===== src/rtl/alu_result_stage.sv =====
// Registered 2-entry result buffer behind the ALU op-select muxes: it captures the result and
// derives its flags at push, then presents them through a valid/ready handshake with a registered in_ready.
module alu_result_stage #(
  parameter int WIDTH = 32
) (
  input  logic             clk,
  input  logic             rst_n,
  input  logic             in_valid,
  output logic             in_ready,
  input  logic [WIDTH-1:0] in_result,
  input  logic [2:0]       in_op,
  input  logic             in_carry,
  input  logic             in_ovf,
  output logic             out_valid,
  input  logic             out_ready,
  output logic [WIDTH-1:0] out_result,
  output logic [2:0]       out_op,
  output logic             out_zero,
  output logic             out_neg,
  output logic             out_carry,
  output logic             out_ovf
);

  typedef struct packed {
    logic [WIDTH-1:0] result;
    logic [2:0]       op;
    logic             zero;
    logic             neg;
    logic             carry;
    logic             ovf;
  } entry_t;

  entry_t [1:0] mem;
  entry_t       new_entry, head;
  logic         rd_ptr, wr_ptr;
  logic [1:0]   count, count_nxt;
  logic         ready_q;
  logic         push, pop, arith;

  assign in_ready  = ready_q;
  assign out_valid = (count != 2'd0);
  assign push      = in_valid & ready_q;
  assign pop       = out_valid & out_ready;
  assign arith     = (in_op <= 3'd1);

  always_comb begin
    new_entry        = '0;
    new_entry.result = in_result;
    new_entry.op     = in_op;
    new_entry.zero   = ~|in_result;
    new_entry.neg    = in_result[WIDTH-1];
    new_entry.carry  = in_carry & arith;
    new_entry.ovf    = in_ovf & arith;
  end

  always_comb begin
    count_nxt = count;
    case ({push, pop})
      2'b10:   count_nxt = count + 2'd1;
      2'b01:   count_nxt = count - 2'd1;
      default: count_nxt = count;
    endcase
  end

  always_ff @(posedge clk or negedge rst_n) begin
    if (!rst_n) begin
      mem     <= '0;
      rd_ptr  <= 1'b0;
      wr_ptr  <= 1'b0;
      count   <= 2'd0;
      ready_q <= 1'b0;
    end else begin
      if (push) mem[wr_ptr] <= new_entry;
      wr_ptr  <= wr_ptr ^ push;
      rd_ptr  <= rd_ptr ^ pop;
      count   <= count_nxt;
      ready_q <= (count_nxt < 2'd2);
    end
  end

  // When empty, the slot behind rd_ptr still holds the last popped entry (zeros after reset).
  assign head       = (count == 2'd0) ? mem[~rd_ptr] : mem[rd_ptr];
  assign out_result = head.result;
  assign out_op     = head.op;
  assign out_zero   = head.zero;
  assign out_neg    = head.neg;
  assign out_carry  = head.carry;
  assign out_ovf    = head.ovf;

endmodule


===== config.mk =====
export PLATFORM = sky130hd
export DESIGN_NAME = alu_result_stage
export DESIGN_NICKNAME = d
export VERILOG_FILES = /design/src/rtl/alu_result_stage.sv
export SDC_FILE = /design/constraint.sdc
export NUM_CORES = 1
export LEC_CHECK = 0
export ABC_AREA = 1
export CAP_MARGIN = 20
export CORE_ASPECT_RATIO = 2
export CORE_MARGIN = 2
export CORE_UTILIZATION = 55
export DETAILED_ROUTE_END_ITERATION = 12
export DONT_BUFFER_PORTS = 1
export HOLD_SLACK_MARGIN = 0.08
export PLACE_DENSITY = 0.7
export SYNTH_ARGS = -nofsm -noshare
export SYNTH_HDL_FRONTEND = slang
export SYNTH_SLANG_ARGS = --single-unit
export TNS_END_PERCENT = 50

===== constraint.sdc =====
create_clock -name clk -period 1.6 [get_ports clk]
set_input_delay 0.08 -clock clk [delete_from_list [all_inputs] [get_ports clk]]
set_output_delay 0.08 -clock clk [all_outputs]
set_load 0.01 [all_outputs]

==> summary.txt, run 1 <==
Timing
  • Hold_ws: -0.569 ns
  • Final setup violation count: 40
  • Final min period: 1.74 ns
  • Fin worst setup slack: -0.145 ns
  • Relative slew slack: 0.799
  • Final setup TNS: -4.40 ns
  • Max-slew violations: 0
  • RSZ-0062 raised after global routing: yes
  • Final hold violations: 81
  • Achievable frequency: 573 MHz
  • Worst Tran Pin Value: 0.302 ns
  • Worst Clk Skew: 0.00571 ns
  • Part of the cycle the worst path needs: 1.09

Hold path
  • Hold Crit Class: input port to asynchronous set/reset pin

CTS
  • CTS max path bufs: 2
  • CTS tree: yes
  • Sink Count: 81
  • Hold_buf cts: 38
  • CTS root buffer: clkbuf_16
  • CTS H-Tree Depth: 3
  • Clk pin slew, worst setup/hold paths: 0.06 ns
  • Num CTS Buffers: 9
  • Clk_lat worst skew: 0.34 ns

Worst setup path
  • Setup CP Type: flop to output pin
  • CP Max Fanout: 8
  • Data required time of the worst path: 1.52 ns
  • Worst setup SP type: flop
  • CP endpoint kind: output pin
  • Crit path DAT: 1.66 ns

Detailed routing
  • Per-cell routed wire length: 17.0 um
  • Final ANT Viol Nets: 0
  • Starting DRT DRC Count: 278
  • 1st-pass router iterations: 5
  • Routed vias: 3296
  • DRT Wirelength: 10.4 mm
  • DR vias/cell: 5.38
  • Drc violations: 0

Synthesis
  • Synthesized area per cell: 7.92 um^2
  • Post-synthesis mux area share: 0
  • Cell Area, Synth: 3660 um^2
  • Instance count of the mapped netlist: 463
  • Commonest cells post-synth: nand2_1 (195), dfrtp_1 (81), o21ai_0 (67), inv_1 (49), nor2_1 (22)
  • Synth warnings: 0
  • Post-synthesis cell type count: 17
  • Main combinational cell family by area after synthesis: simple AND/OR/NAND/NOR gates
  • Seq/Total Area, Yosys: 0.553
  • Net Count, Synth: 507
  • Synth top area share: 0.553
  • Simple-gate share of the synthesized area: 0.228
  • XOR/XNOR Fraction of Synth Area: 0.0116
  • Count leader, synth: nand2_1
  • Synth Area in Adders: 0.0102
  • Synth Register Bits: 81
  • Share of synthesized registers carrying an async set or reset: 1.00
  • Area leader, netlist: dfrtp_1
  • Post-synthesis compound-gate area fraction: 0.111
  • Ys flop type: dfrtp_1
  • Dominant cells by area after synthesis: dfrtp_1 (55%), nand2_1 (20%), o21ai_0 (9.1%)
  • Number of flops mapped to enable cells by yosys: 0

Floorplanning
  • Die area: 7370 um^2
  • Initial Utilization: 0.562
  • Vert. Die Dim: 119 um
  • Die X: 61.7 um
  • Placeable Area: 6520 um^2
  • Top Ports: 82
  • Site Rows: 42

Global route
  • Initial antenna violation count: 0
  • Total GRT Usage: 0.313
  • Vias in the first global route: 3429
  • Largest net degree at the start of global routing: 82
  • First-pass GRT wire length: 16.6 mm
  • Total grt overflow: 0

Placed design
  • HPWL after DPL: 4.89 mm
  • Placer Congestion: 0.737
  • PortBufs: 0

Power
  • Leakage Power: 2.60 nW
  • Internal power: 0.00847 W
  • Worst vdd ir: 1.92 mV
  • Comb power frac: 0.608
  • Pwr Density: 2690 nW/um^2
  • Switching power: 0.00607 W
  • Sw Ratio: 0.417
  • Final Power: 0.0145 W
  • Sequential cell fraction of total power: 0.247
  • Clock group share of total power: 0.145

Layout
  • Final Util: 0.829
  • Number of diodes: 0
  • Final #Nets: 564
  • Area Overhead vs Synth: 47.4%
  • Share of layout cells above drive strength 1: 0.236

Run
  • # Max-Cap Violations: 0

Run status
  • Failing checks: negative hold slack, negative setup slack
  • Status: finished with violations
## path summary, 6_finish.rpt
check / start / to / slack (ns) / cells after the start
worst max register to register: count[0]$_DFFE_PN0N_ / in_ready$_DFF_PN0_ / -0.01 / 8
min in group clk: in_result[28] / mem[3]$_DFFE_PN0P_ / 0.09 / 7
max in group asynchronous: rst_n / mem[53]$_DFFE_PN0P_ / 2.01 / 0
worst min-delay path: rst_n / mem[47]$_DFFE_PN0P_ / -0.57 / 0
worst max-delay path: count[0]$_DFFE_PN0N_ / out_result[22] / -0.14 / 7
worst min register to register: mem[76]$_DFFE_PN0P_ / mem[76]$_DFFE_PN0P_ / 0.48 / 2
## cell usage in the layout (no fill, tap or decap)
master           n
ha_1             2
buf_16           9
nand2_1        159
buf_6            2
ha_2             1
clkbuf_8         3
o21ai_4         23
inv_1           49
xor2_1           2
buf_4           12
buf_12          10
o21ai_2         14
nand2_2         18
nor2_1          22
xor2_4           1
nand3_1          2
o21ai_1          2
nand2_4         18
clkbuf_1         2
bufinv_16        1
dfrtp_1         81
nor2_4           1
o21ai_0         41
clkbuf_16        9
a21oi_2          1
xnor2_1          1
clkinv_2         1
dlygate4sd3_1   38
## layer usage
| metal | GRT usage | wire [um] | vias up |
|---|---|---|---|
| met3 | 0.0793 | 683 | 33 |
| li1 | - | - | 1545 |
| met1 | 0.375 | 3880 | 1568 |
| met5 | 0 | 0 | - |
| met2 | 0.503 | 5500 | 150 |
| met4 | 0.150 | 345 | 0 |
## critical path, stage by stage (launching register included)
cell and delay, ns:
dfrtp_1 0.40, nor2_4 0.17, xor2_4 0.17, buf_12 0.17, buf_12 0.14, buf_16 0.14
nand2_4 0.05, o21ai_4 0.06
## sequential cells by signal, summed over array words and instances (netlist names), named ones only
signal    flops
in_ready      1
mem          76
rd_ptr        1
count         1
wr_ptr        1
## final cells by class
type	count	area, um^2
clock inverters	2	35.0
fillers	389	1110
multi-input cells	308	1830
repair buffers	71	941
well taps	88	110
clock buffers	14	274
inverters	49	184
flip-flops and latches	81	2030
## kinds of logic after synthesis
kind of cell,count (synthesis)
and+or+nand+nor,220
xor gates and xnor gates,4
adders and majority gates,3
buffers and inverters,74
AOI/OAI and AO/OA,81
DFF,81
## power by group through the flow
stage	Clock [W]	Combinational, W	Sequential (W)
after floorplan	0	0.00305	0.00334
after global placement	0	0.00367	0.00341
after detailed placement	0	0.00378	0.00343
after CTS	0.00214	0.00880	0.00353
after global routing	0.00221	0.00943	0.00370
final	0.00211	0.00884	0.00359
## through the flow
step	area [um^2]	hold slack, ns	setup slack, ns	std cells
3_3_place_gp	3790	-0.214	0.0908	540
5_1_grt	5400	-0.581	-0.212	613
2_1_floorplan	3660	-0.216	0.0873	463
4_1_cts	5390	-0.578	-0.150	615
3_5_place_dp	3790	-0.213	0.0297	540
6_report	5400	-0.569	-0.145	613
## what timing repair did
| action | in CTS | in global routing |
|---|---|---|
| buffers inserted | 10 | 0 |
| endpoints found under the setup margin | 39 | 41 |
| gates resized for setup | 142 | 15 |
| pin swaps | 1 | 1 |
| hold endpoints to repair | 156 | 81 |
| gates cloned | 11 | 0 |
(Power assumes the default switching activity.)
==> run 2, diff against run 1 <==
==> constraint.sdc (replaced) <==
create_clock -name clk -period 2.1 [get_ports clk]
set_input_delay 0.105 -clock clk [delete_from_list [all_inputs] [get_ports clk]]
set_output_delay 0.105 -clock clk [all_outputs]
set_load 0.01 [all_outputs]
==> summary.txt, run 2 (same netlist as run 1, synthesis figures left out) <==
Layout
  • Area Overhead vs Synth: 22.2% (was 47.4%)
  • Most common cell after layout, fill and taps aside: nand2_1 (unchanged)
  • Final #Nets: 542 (was 564)
  • Max reg flops: 76 (unchanged)
  • Largest register by flop count: mem (unchanged)
  • Number of diodes: 0 (unchanged)
  • Share of layout cells above drive strength 1: 0.0577 (was 0.236)
  • Commonest cells after routing, fill and taps aside: nand2_1 (195), dfrtp_1 (81), o21ai_0 (67) (was nand2_1 (159), dfrtp_1 (81), inv_1 (49))

Power
  • Clock group share of total power: 0.219 (was 0.145)
  • Final Power: 0.00704 W (was 0.0145 W)
  • Sequential cell fraction of total power: 0.370 (was 0.247)
  • Switching power: 0.00290 W (was 0.00607 W)
  • Leakage Power: 2.18 nW (was 2.60 nW)
  • Pwr Density: 1570 nW/um^2 (was 2690 nW/um^2)
  • Internal power: 0.00415 W (was 0.00847 W)
  • Comb power frac: 0.411 (was 0.608)
  • Worst vdd ir: 1.14 mV (was 1.92 mV)
  • Sw Ratio: 0.411 (was 0.417)

Timing
  • Final setup TNS: 0 ns (was -4.40 ns)
  • Part of the cycle the worst path needs: 0.887
  • Worst Tran Pin Value: 0.484 ns (was 0.302 ns)
  • RSZ-0062 raised after global routing: no (was yes)
  • Final hold violations: 0 (was 81)
  • Final min period: 1.86 ns
  • Achievable frequency: 537 MHz
  • Max-slew violations: 0 (unchanged)
  • Relative slew slack: 0.674 (was 0.799)
  • Worst Clk Skew: 0.00511 ns (was 0.00571 ns)
  • Final setup violation count: 0 (was 40)

Worst setup path
  • FF-to-FF End: in_ready$_DFF_PN0_ (unchanged)
  • Register-to-register setup slack: 0.49 ns (was -0.01 ns)
  • Worst setup SP type: flop (unchanged)
  • Worst Reg-to-Reg Cells: 7 (was 8)
  • Crit path DAT: 1.76 ns (was 1.66 ns)
  • FF-to-FF Start: count[0]$_DFFE_PN0N_ (unchanged)
  • CP endpoint kind: output pin (unchanged)
  • Setup CP Type: flop to output pin (unchanged)
  • CP Max Fanout: 25 (was 8)
  • Data required time of the worst path: 2.00 ns (was 1.52 ns)

Floorplanning
  • Placeable Area: 6520 um^2 (unchanged)
  • Initial Utilization: 0.562 (unchanged)
  • Die area: 7370 um^2 (unchanged)
  • Die X: 61.7 um (unchanged)
  • Vert. Die Dim: 119 um (unchanged)
  • Top Ports: 82 (unchanged)
  • Site Rows: 42 (unchanged)

CTS
  • CTS max path bufs: 2 (unchanged)
  • Clk pin slew, worst setup/hold paths: 0.06 ns (about the same)
  • CTS root buffer: clkbuf_16 (unchanged)
  • Clk_lat worst skew: 0.33 ns (was 0.34 ns)
  • Sink Count: 81 (unchanged)
  • CTS H-Tree Depth: 3 (unchanged)
  • Num CTS Buffers: 9 (unchanged)
  • CTS tree: yes (unchanged)

Detailed routing
  • Drc violations: 0 (unchanged)
  • Routed vias: 2932 (was 3296)
  • 1st-pass router iterations: 4 (was 5)
  • Final ANT Viol Nets: 0 (unchanged)
  • DRT Wirelength: 7.81 mm (was 10.4 mm)
  • Starting DRT DRC Count: 235 (was 278)
  • DR vias/cell: 4.96 (was 5.38)
  • Per-cell routed wire length: 13.2 um (was 17.0 um)

Global route
  • Total grt overflow: 0 (unchanged)
  • Largest net degree at the start of global routing: 82 (unchanged)
  • Vias in the first global route: 2978 (was 3429)
  • Initial antenna violation count: 0 (unchanged)
  • Total GRT Usage: 0.237 (was 0.313)
  • First-pass GRT wire length: 13.0 mm (was 16.6 mm)

Placed design
  • PortBufs: 0 (unchanged)
  • Placer Congestion: 0.771 (was 0.737)
  • HPWL after DPL: 4.94 mm (was 4.89 mm)

Run
  • # Max-Cap Violations: 0 (unchanged)

Hold path
  • Hold path depth: 7
  • Worst hold path endpoint: mem[3]$_DFFE_PN0P_
  • Hold Startpoint: in_result[8]
  • Hold Crit Class: input port to flop (was input port to asynchronous set/reset pin)

Run status
  • Status: finished clean (was finished with violations)
[run 2: cell types whose count changed in the layout (fill, tap and decap cells not counted), moves of 7 or more]
| cell | delta |
|---|---|
| nand2_1 | +36 |
| o21ai_2 | -14 |
| nand2_2 | -18 |
| o21ai_0 | +26 |
| o21ai_4 | -23 |
| buf_4 | -7 |
| nand2_4 | -18 |
| o21ai_1 | +11 |
| buf_12 | -7 |
| buf_16 | -8 |
[run 2: worst max path at each step]
stage	to	slack, ns	from
6_report	out_neg	0.24	count[0]$_DFFE_PN0N_
4_1_cts	out_neg	0.06	count[0]$_DFFE_PN0N_
3_5_place_dp	out_neg	0.38	count[0]$_DFFE_PN0N_
3_3_place_gp	out_neg	0.45	count[0]$_DFFE_PN0N_
2_1_floorplan	out_result[31]	0.56	count[0]$_DFFE_PN0N_
5_1_grt	out_neg	0.13	count[0]$_DFFE_PN0N_
[run 2: repair_timing]
action / 4_1_cts / 5_1_grt
pin swaps: 0 / 0
setup endpoints to repair: 2 / 3
hold endpoints to repair: 156 / 0
gates resized for setup: 1 / 0
setup buffers: 0 / 1
hold buffers: 40 / 0
[run 2: per-layer routing]
layer  global-route usage  vias up  share of wire
li1                     -     1481              -
met1                0.286     1355           0.43
met2                0.384       83           0.50
met3               0.0662       13          0.052
met4                0.101        0          0.019
met5                    0        -              0
[run 2: power by group through the flow]
stage	logic, W	registers, W	clock network, W
2_1_floorplan	0.00232	0.00255	0
3_3_place_gp	0.00268	0.00261	0
3_5_place_dp	0.00275	0.00263	0
4_1_cts	0.00289	0.00261	0.00159
5_1_grt	0.00333	0.00269	0.00164
6_report	0.00289	0.00261	0.00154
[run 2: layout make-up]
type	instances	area, um^2
Clock buffer	10	239
Inverter	49	184
Clock inverter	6	57.6
Fill cell	567	2040
Timing Repair Buffer	49	527
Multi-Input combinational cell	308	1340
Sequential cell	81	2030
Tap cell	88	110
[run 2: worst max-delay path, cell delays in order (launching register included)]
cell and delay (ns):
dfrtp_1 0.43, nor2_4 0.20, xor2_4 0.23, buf_6 0.23, nand2_1 0.07, o21ai_0 0.08, buf_4 0.17
[run 2: per-stage QoR]
| step | util | cell area (um^2) | instances | hold WS, ns | setup WS (ns) |
|---|---|---|---|---|---|
| finish | 0.687 | 4480 | 591 | 0.103 | 0.237 |
| global route | 0.687 | 4480 | 591 | 0.132 | 0.125 |
| CTS | 0.686 | 4470 | 590 | 0.0980 | 0.0648 |
| detailed placement | 0.576 | 3750 | 534 | -0.189 | 0.381 |
| global placement | 0.576 | 3750 | 534 | -0.189 | 0.455 |
| floorplan | - | 3660 | 463 | -0.191 | 0.562 |
